`src/rtl/pipelined_wallace_multiplier.sv`:
```
// rtl/pipelined_wallace_multiplier.sv - 3-stage Baugh-Wooley/Wallace multiplier with valid/ready flow control.
// Optional running accumulator on the output handshake is enabled by defining WTM_ACCUMULATE_EN.
module pipelined_wallace_multiplier #(
   parameter int WIDTH = 32
) (
   input  logic                 clk,
   input  logic                 rst_n,
   input  logic                 in_valid,
   output logic                 in_ready,
   input  logic [WIDTH-1:0]     a,
   input  logic [WIDTH-1:0]     b,
   input  logic                 is_signed,
   output logic                 out_valid,
   input  logic                 out_ready,
   output logic [2*WIDTH-1:0]   p,
   output logic                 p_signed
`ifdef WTM_ACCUMULATE_EN
   ,
   input  logic                 acc_en,
   input  logic                 acc_clr,
   output logic [2*WIDTH-1:0]   acc
`endif
);

   localparam int PW    = 2 * WIDTH;
   localparam int NROWS = WIDTH + 1;

   // Baugh-Wooley correction: ones at columns WIDTH and PW-1.
   localparam logic [PW-1:0] BW_CONST = {1'b1, {(PW-WIDTH-2){1'b0}}, 1'b1, {WIDTH{1'b0}}};

   function automatic int csa_levels(input int rows);
      int n;
      int lv;
      n  = rows;
      lv = 0;
      while (n > 2) begin
         n  = 2 * (n / 3) + n % 3;
         lv = lv + 1;
      end
      return lv;
   endfunction

   localparam int NLEV = csa_levels(NROWS);

   logic          r_v1;
   logic          r_v2;
   logic          r_v3;
   logic [PW-1:0] r_s1_rows [WIDTH];
   logic          r_s1_signed;
   logic [PW-1:0] r_s2_sum;
   logic [PW-1:0] r_s2_carry;
   logic          r_s2_signed;
   logic [PW-1:0] r_p;
   logic          r_p_signed;

   logic          w_adv1;
   logic          w_adv2;
   logic          w_adv3;
   logic [PW-1:0] w_pp [WIDTH];
   logic [PW-1:0] w_sum;
   logic [PW-1:0] w_carry;

   // Each stage may load when empty or when its occupant leaves this cycle.
   assign w_adv3    = !r_v3 || out_ready;
   assign w_adv2    = !r_v2 || w_adv3;
   assign w_adv1    = !r_v1 || w_adv2;
   assign in_ready  = w_adv1;
   assign out_valid = r_v3;
   assign p         = r_p;
   assign p_signed  = r_p_signed;

   always_comb begin : p_partial
      for (int i = 0; i < WIDTH; i++) begin
         w_pp[i] = '0;
         for (int j = 0; j < WIDTH; j++) begin
            w_pp[i][i+j] = (a[j] & b[i]) ^ (is_signed & ((i == WIDTH-1) != (j == WIDTH-1)));
         end
      end
   end

   // Carry-save tree: every level compresses groups of three rows into sum + shifted carry.
   always_comb begin : p_reduce
      logic [PW-1:0] t_cur [NROWS];
      logic [PW-1:0] t_nxt [NROWS];
      int            n;
      int            g;
      for (int r = 0; r < WIDTH; r++) begin
         t_cur[r] = r_s1_rows[r];
      end
      t_cur[WIDTH] = r_s1_signed ? BW_CONST : '0;
      n = NROWS;
      g = 0;
      for (int l = 0; l < NLEV; l++) begin
         g = n / 3;
         for (int r = 0; r < NROWS; r++) begin
            t_nxt[r] = '0;
         end
         for (int k = 0; k < NROWS / 3; k++) begin
            if (k < g) begin
               t_nxt[2*k]   = t_cur[3*k] ^ t_cur[3*k+1] ^ t_cur[3*k+2];
               t_nxt[2*k+1] = ((t_cur[3*k] & t_cur[3*k+1]) |
                               (t_cur[3*k] & t_cur[3*k+2]) |
                               (t_cur[3*k+1] & t_cur[3*k+2])) << 1;
            end
         end
         for (int r = 0; r < 2; r++) begin
            if (r < n % 3) begin
               t_nxt[2*g+r] = t_cur[3*g+r];
            end
         end
         for (int r = 0; r < NROWS; r++) begin
            t_cur[r] = t_nxt[r];
         end
         n = 2 * g + n % 3;
      end
      w_sum   = t_cur[0];
      w_carry = t_cur[1];
   end

   always_ff @(posedge clk or negedge rst_n) begin
      if (!rst_n) begin
         r_v1       <= 1'b0;
         r_v2       <= 1'b0;
         r_v3       <= 1'b0;
         r_p        <= '0;
         r_p_signed <= 1'b0;
      end else begin
         if (w_adv1) r_v1 <= in_valid;
         if (w_adv2) r_v2 <= r_v1;
         if (w_adv3) r_v3 <= r_v2;
         if (w_adv3 && r_v2) begin
            r_p        <= r_s2_sum + r_s2_carry;
            r_p_signed <= r_s2_signed;
         end
      end
   end

   // Datapath registers need no reset: their valid bits gate every use.
   always_ff @(posedge clk) begin
      if (w_adv1 && in_valid) begin
         r_s1_rows   <= w_pp;
         r_s1_signed <= is_signed;
      end
      if (w_adv2 && r_v1) begin
         r_s2_sum    <= w_sum;
         r_s2_carry  <= w_carry;
         r_s2_signed <= r_s1_signed;
      end
   end

`ifdef WTM_ACCUMULATE_EN
   logic          r_s1_acc_en;
   logic          r_s2_acc_en;
   logic          r_s3_acc_en;
   logic [PW-1:0] r_acc;
   logic          w_drain;

   assign w_drain = r_v3 && out_ready;
   assign acc     = r_acc;

   always_ff @(posedge clk) begin
      if (w_adv1 && in_valid) r_s1_acc_en <= acc_en;
      if (w_adv2 && r_v1)     r_s2_acc_en <= r_s1_acc_en;
      if (w_adv3 && r_v2)     r_s3_acc_en <= r_s2_acc_en;
   end

   always_ff @(posedge clk or negedge rst_n) begin
      if (!rst_n) begin
         r_acc <= '0;
      end else if (w_drain && r_s3_acc_en) begin
         r_acc <= (acc_clr ? '0 : r_acc) + r_p;
      end else if (acc_clr) begin
         r_acc <= '0;
      end
   end
`endif

endmodule

```
`config.mk`:
```
export PLATFORM = sky130hd
export DESIGN_NAME = pipelined_wallace_multiplier
export DESIGN_NICKNAME = d
export VERILOG_FILES = /design/src/rtl/pipelined_wallace_multiplier.sv
export SDC_FILE = /design/constraint.sdc
export NUM_CORES = 2
export LEC_CHECK = 0
export CORE_UTILIZATION = 40
export CTS_CLUSTER_SIZE = 10
export DETAILED_ROUTE_END_ITERATION = 7
export PLACE_DENSITY_LB_ADDON = 0.25
export SLEW_MARGIN = 25
export SYNTH_ARGS = -nofsm -noshare
export SYNTH_HDL_FRONTEND = slang
export SYNTH_SLANG_ARGS = --single-unit
```
`constraint.sdc`:
```
create_clock -name clk -period 35.9 [get_ports clk]
set_input_delay 5.385 -clock clk [delete_from_list [all_inputs] [get_ports clk]]
set_output_delay 5.385 -clock clk [all_outputs]
set_load 0.005 [all_outputs]
```
======== Word level (Yosys, flattened, before mapping) ========
Cells that the tools add are included.
word-level totals
  flip-flop bits (word level) ............. 1,221
  bits of input ports ..................... 69
  logic and storage cells ................. 1,355
operators by class
  add/subtract/negate cells ............... 1
  muxes and demuxes ....................... 1
  bitwise gates (word level) .............. 1,303
  reductions and logical operators ........ 9
operators with widths
  kind                                             count
  63-bit AND                                       61
  63-bit bitwise OR                                52
  64-bit bitwise XOR                               40
  1-bit AND                                        1,024
  62-bit by 63-bit AND with 63-bit output          2
  64-bit adder                                     1
  64-bit two-way mux                               1
  63-bit by 64-bit bitwise XOR with 64-bit output  1
  63-bit by 34-bit bitwise OR with 63-bit output   1
  63-bit by 37-bit bitwise OR with 63-bit output   1
  63-bit by 40-bit bitwise OR with 63-bit output   1
  63-bit by 43-bit bitwise OR with 63-bit output   1
  63-bit by 46-bit bitwise OR with 63-bit output   1
  63-bit by 49-bit bitwise OR with 63-bit output   1
  63-bit by 52-bit bitwise OR with 63-bit output   1
  63-bit by 55-bit bitwise OR with 63-bit output   1
  63-bit by 58-bit bitwise OR with 63-bit output   1
  63-bit by 61-bit bitwise OR with 63-bit output   1
  62-bit by 63-bit bitwise XOR with 63-bit output  1
  1-bit bitwise XOR                                62
  59-bit by 61-bit AND with 61-bit output          1
  60-bit by 61-bit AND with 61-bit output          1
  60-bit by 61-bit bitwise XOR with 61-bit output  1
  59-bit by 60-bit AND with 60-bit output          1
  other kinds (49)                                 55

======== Depth between registers and ports, before layout ========
  depth after elaboration ................. 24
  mapped depth ............................ 16
  depth with buffers taken out ............ 16

======== Least setup slack after synthesis ========
No wires, ideal clock.
  path kind ............................... input port to flip-flop
  start ................................... input port out_ready
  end ..................................... register r_s1_rows[1000] (netlist name) (enable)
  library setup time ...................... 1,539 ps
  arrival time ............................ 28,727 ps
  slack ................................... 5,634 ps
  stages on the path ...................... 3
  buffers on the path ..................... 0
  path through ............................ nor2b_1 nand3_1 and2_1
on the way
  word-level cells in the longest chain between the ends .. 4
ends and longest elaborated chain
  item                    RTL line  text
  start: declaration      14        input logic out_ready,
  1-bit logical OR        64        assign w_adv3 = !r_v3 || out_ready;
  1-bit logical OR        65        assign w_adv2 = !r_v2 || w_adv3;
  1-bit logical OR        66        assign w_adv1 = !r_v1 || w_adv2;
  via in_ready            9         output logic in_ready,
  1-bit logical AND       140       if (w_adv1 && in_valid) begin
  end signal: assignment  141       r_s1_rows <= w_pp;
  end: declaration        48        logic [PW-1:0] r_s1_rows [WIDTH];
The timed path passes the listed nets, and every way through them passes these cells.
A chain may end at the register's enable or synchronous reset.

======== Worst setup path in the final report ========
  start ................................... input port out_ready
  end ..................................... output port in_ready
on the way
  word-level cells in the longest chain between the ends .. 3
ends and longest elaborated chain
  item              RTL line
  1-bit logical OR  64
  1-bit logical OR  65
  1-bit logical OR  66
  end: declaration  9
No other way between the ends.

==> flow_summary_export.csv <==
group,metric,value,unit
clock_tree,cts_tree,"yes",
layout,multi_input_area,31200,um2
grt,grt_remaining_overflow,0,
clock_tree,numCtsBuffers,146,
floorplan,initial_utilization,40.4,%
min_path,whs_path_depth,2,
grt,grt_max_degree,192,
floorplan,rows,156,
layout,layout-drive-gt1-share,5.03,%
worst_setup_path,path_buf_inv,2,
routing,routed_via_density,4.75,
clock_tree,postCtsSetupBuffers,0,
clock_tree,clockRootBuffer,"clkbuf_16",
worst_setup_path,crit_path_max_fanout,3,
clock_tree,clkSinkCount,1213,
logic_synthesis,synthAdderAreaFrac,29.1,%
timing,rsz0062_at_grt,"false",
logic_synthesis,yosys.cell_types.count,66,
layout,utilization,44.8,%
worst_setup_path,r2r_cells,12,
logic_synthesis,syn_area,73100,um2
logic_synthesis,synth-compound-area-share,2.01,%
place,port_buffers,135,
worst_setup_path,worstPathRequired,30.51,ns
worst_setup_path,start_kind,"input pin",
timing,fmax,83.2,MHz
timing,worstMarginPinSlew,1.07,ns
place,gp_congestion,0.824,
grt,grt_pass1_vias,42300,
timing,fin_crit,12.02,ns
layout,nNetsFinal,6878,
logic_synthesis,synth_edf_count,1145,
layout,final_common_cell,"inv_1",
grt,grt_pass1_wl,255,mm
clock_tree,path_clk_slew,0.05,ns
floorplan,core_region_area,181000,um2
routing,drt_iter0_markers,2528,
clock_tree,clk_path_buf_depth,3,
logic_synthesis,synth-seq-cells,1213,
worst_setup_path,slowest_stage,"clkdlybuf4s50_1",
worst_setup_path,critPathArrivalTime,6.63,ns
worst_setup_path,cp.depth,4,
routing,routed_wl,164,mm
routing,first_pass_iters,5,
place,dp_hpwl,111,mm
flow_run,maxCapViolCount,0,
outcome,outcome,"complete, no violations",
timing,max_slew_margin,28.8,%
layout,fillers,16200,
floorplan,die_w,429,um
routing,wl_per_cell,20.2,um
timing,hold_viol,0,
grt,antenna_found_initial,7,
logic_synthesis,synth_async_sr_flop_share,5.61,%
clock_tree,cts.repair.resized,0,
logic_synthesis,synth_simple_gate_area_share,10.2,%
logic_synthesis,synth_top_flop_cell,"edfxtp_1",
routing,drc,0,
logic_synthesis,synthMuxAreaShare,0.0445,%
logic_synthesis,synth_top_family_by_area,"adder cells",
routing,vias,38500,
layout,syn2layout_area_growth,11.0,%
logic_synthesis,synth_xor_area_share,1.35,%
min_path,hp-class,"reg2reg",
floorplan,fp.dieH,429,um
timing,finalSetupViolCount,0,
timing,skew,0.0322,ns
timing,post-route-period-util,33.5,%
worst_setup_path,critPathMaxStageDelay,0.47,ns
worst_setup_path,cp_common_cell,"clkdlybuf4s50_1",
logic_synthesis,syn_area_per_cell,13.2,um2
worst_setup_path,crit_family,"buffers and inverters",
logic_synthesis,synth_fp_nets,6769,
layout,regArea,36100,um2
layout,final_cell_mix,"1319 x inv_1, 1145 x edfxtp_1, 969 x and2_1",
worst_setup_path,worstSetupPathType,"in2out",
logic_synthesis,synth_warnings,0,
logic_synthesis,syn-instance-count,5546,
worst_setup_path,cp_cell_sequence,"clkdlybuf4s50_1 > nor2b_1 > nand3_1 > clkdlybuf4s50_1",
grt,grt_usage,18.4,%
clock_tree,ctsHoldBuffers,0,
logic_synthesis,seq_area_frac_synth,49.4,%
timing,tns,0,ns
routing,ant_nets,0,
floorplan,die_area,184000,um2
worst_setup_path,cp-end-kind,"primary output",
clock_tree,htreeDepth,4,
clock_tree,clk_latency,0.79,ns
floorplan,io_pins,136,
timing,drv_slew,0,
[cell families after synthesis]
group,Yosys count
AND/OR/NAND/NOR,1281
multiplexers,3
AO/OA/AOI/OAI,232
buffers and inverters,1550
flip-flops,1213
adder cells (fa/ha/maj),1154
XOR/XNOR,113
[metal layers]
metal	GRT usage [%]	routed length (um)	vias up
li1	-	-	17200
met1	26.2	76200	20200
met2	29.8	77300	811
met3	2.41	6990	217
met4	4.66	3260	0
met5	0	0	-
[cell usage after synthesis (all sizes together), types with 2 or more instances]
| master | number | area (um2) |
|---|---|---|
| a2111oi | 4 | 35.0 |
| a211oi | 2 | 15.0 |
| a21o | 28 | 213 |
| a21oi | 56 | 284 |
| a221o | 2 | 21.3 |
| a221oi | 2 | 23.8 |
| a31oi | 16 | 100 |
| and2 | 971 | 6070 |
| and3 | 7 | 53.8 |
| buf | 9 | 42.5 |
| clkbuf | 222 | 833 |
| dfrtp | 68 | 1700 |
| edfxtp | 1145 | 34400 |
| fa | 908 | 18200 |
| ha | 246 | 3080 |
| inv | 1319 | 4950 |
| mux2 | 2 | 22.5 |
| nand2 | 197 | 739 |
| nand2b | 9 | 56.3 |
| nand3 | 18 | 90.1 |
| nand4 | 16 | 100 |
| nor2 | 28 | 105 |
| nor2b | 6 | 37.5 |
| nor3 | 9 | 45.0 |
| nor3b | 2 | 15.0 |
| o211ai | 6 | 45.0 |
| o21a | 11 | 83.8 |
| o21ai | 73 | 365 |
| o21bai | 9 | 67.6 |
| o221ai | 3 | 26.3 |
| o22ai | 2 | 12.5 |
| o31a | 2 | 17.5 |
| o31ai | 5 | 42.5 |
| o41ai | 2 | 36.3 |
| or2 | 6 | 37.5 |
| or3 | 7 | 43.8 |
| xnor2 | 91 | 797 |
| xor2 | 22 | 193 |
[stage by stage]
step           instance area [um2]  setup slack, ns  hold slack (ns)  cells
6_report                     81200            23.88            0.440   8096
5_1_grt                      81100            23.82            0.458   8093
4_1_cts                      81100            23.88            0.436   8091
3_5_place_dp                 76800            23.89            0.421   7875
3_3_place_gp                 76800            23.87            0.410   7875
2_1_floorplan                73100             5.63            0.400   5546
[tightest hold or removal path: stages (launching register included)]
cell and delay, ns:
edfxtp_1 0.32, nand2_1 0.05, nand2_1 0.05
[registers in the layout (all words and copies together), names as in the netlist]
name / flops
r_s2_signed: 1
r_v1: 1
r_s1_rows: 1024
r_s1_signed: 1
r_s2_sum: 64
p: 64
out_valid: 1
r_v2: 1
r_s2_carry: 55
p_signed: 1
[final timing paths]
path	startpoint	endpoint	slack, ns
worst min register to register	r_s2_sum[2]	p[2]	0.44
max in group asynchronous	rst_n	p[15]	30.56
worst min-delay path	r_s2_sum[2]	p[2]	0.44
min in group asynchronous	rst_n	p[49]	4.77
worst max register to register	r_s1_signed	r_s2_sum[32]	30.78
worst max-delay path	out_ready	in_ready	23.88
[cell type report]
type / instances / area share, %
diodes: 3 / 0.00925
clock buffers: 183 / 4.72
clock inverters: 33 / 0.543
inverters: 1319 / 6.10
multi-input cells: 2783 / 38.5
flip-flops and latches: 1213 / 44.5
well taps: 2370 / 3.65
repair buffers: 192 / 2.05
Power is not shown: default switching activity piles up to over one toggle a cycle in this logic, so the estimate is an artifact.
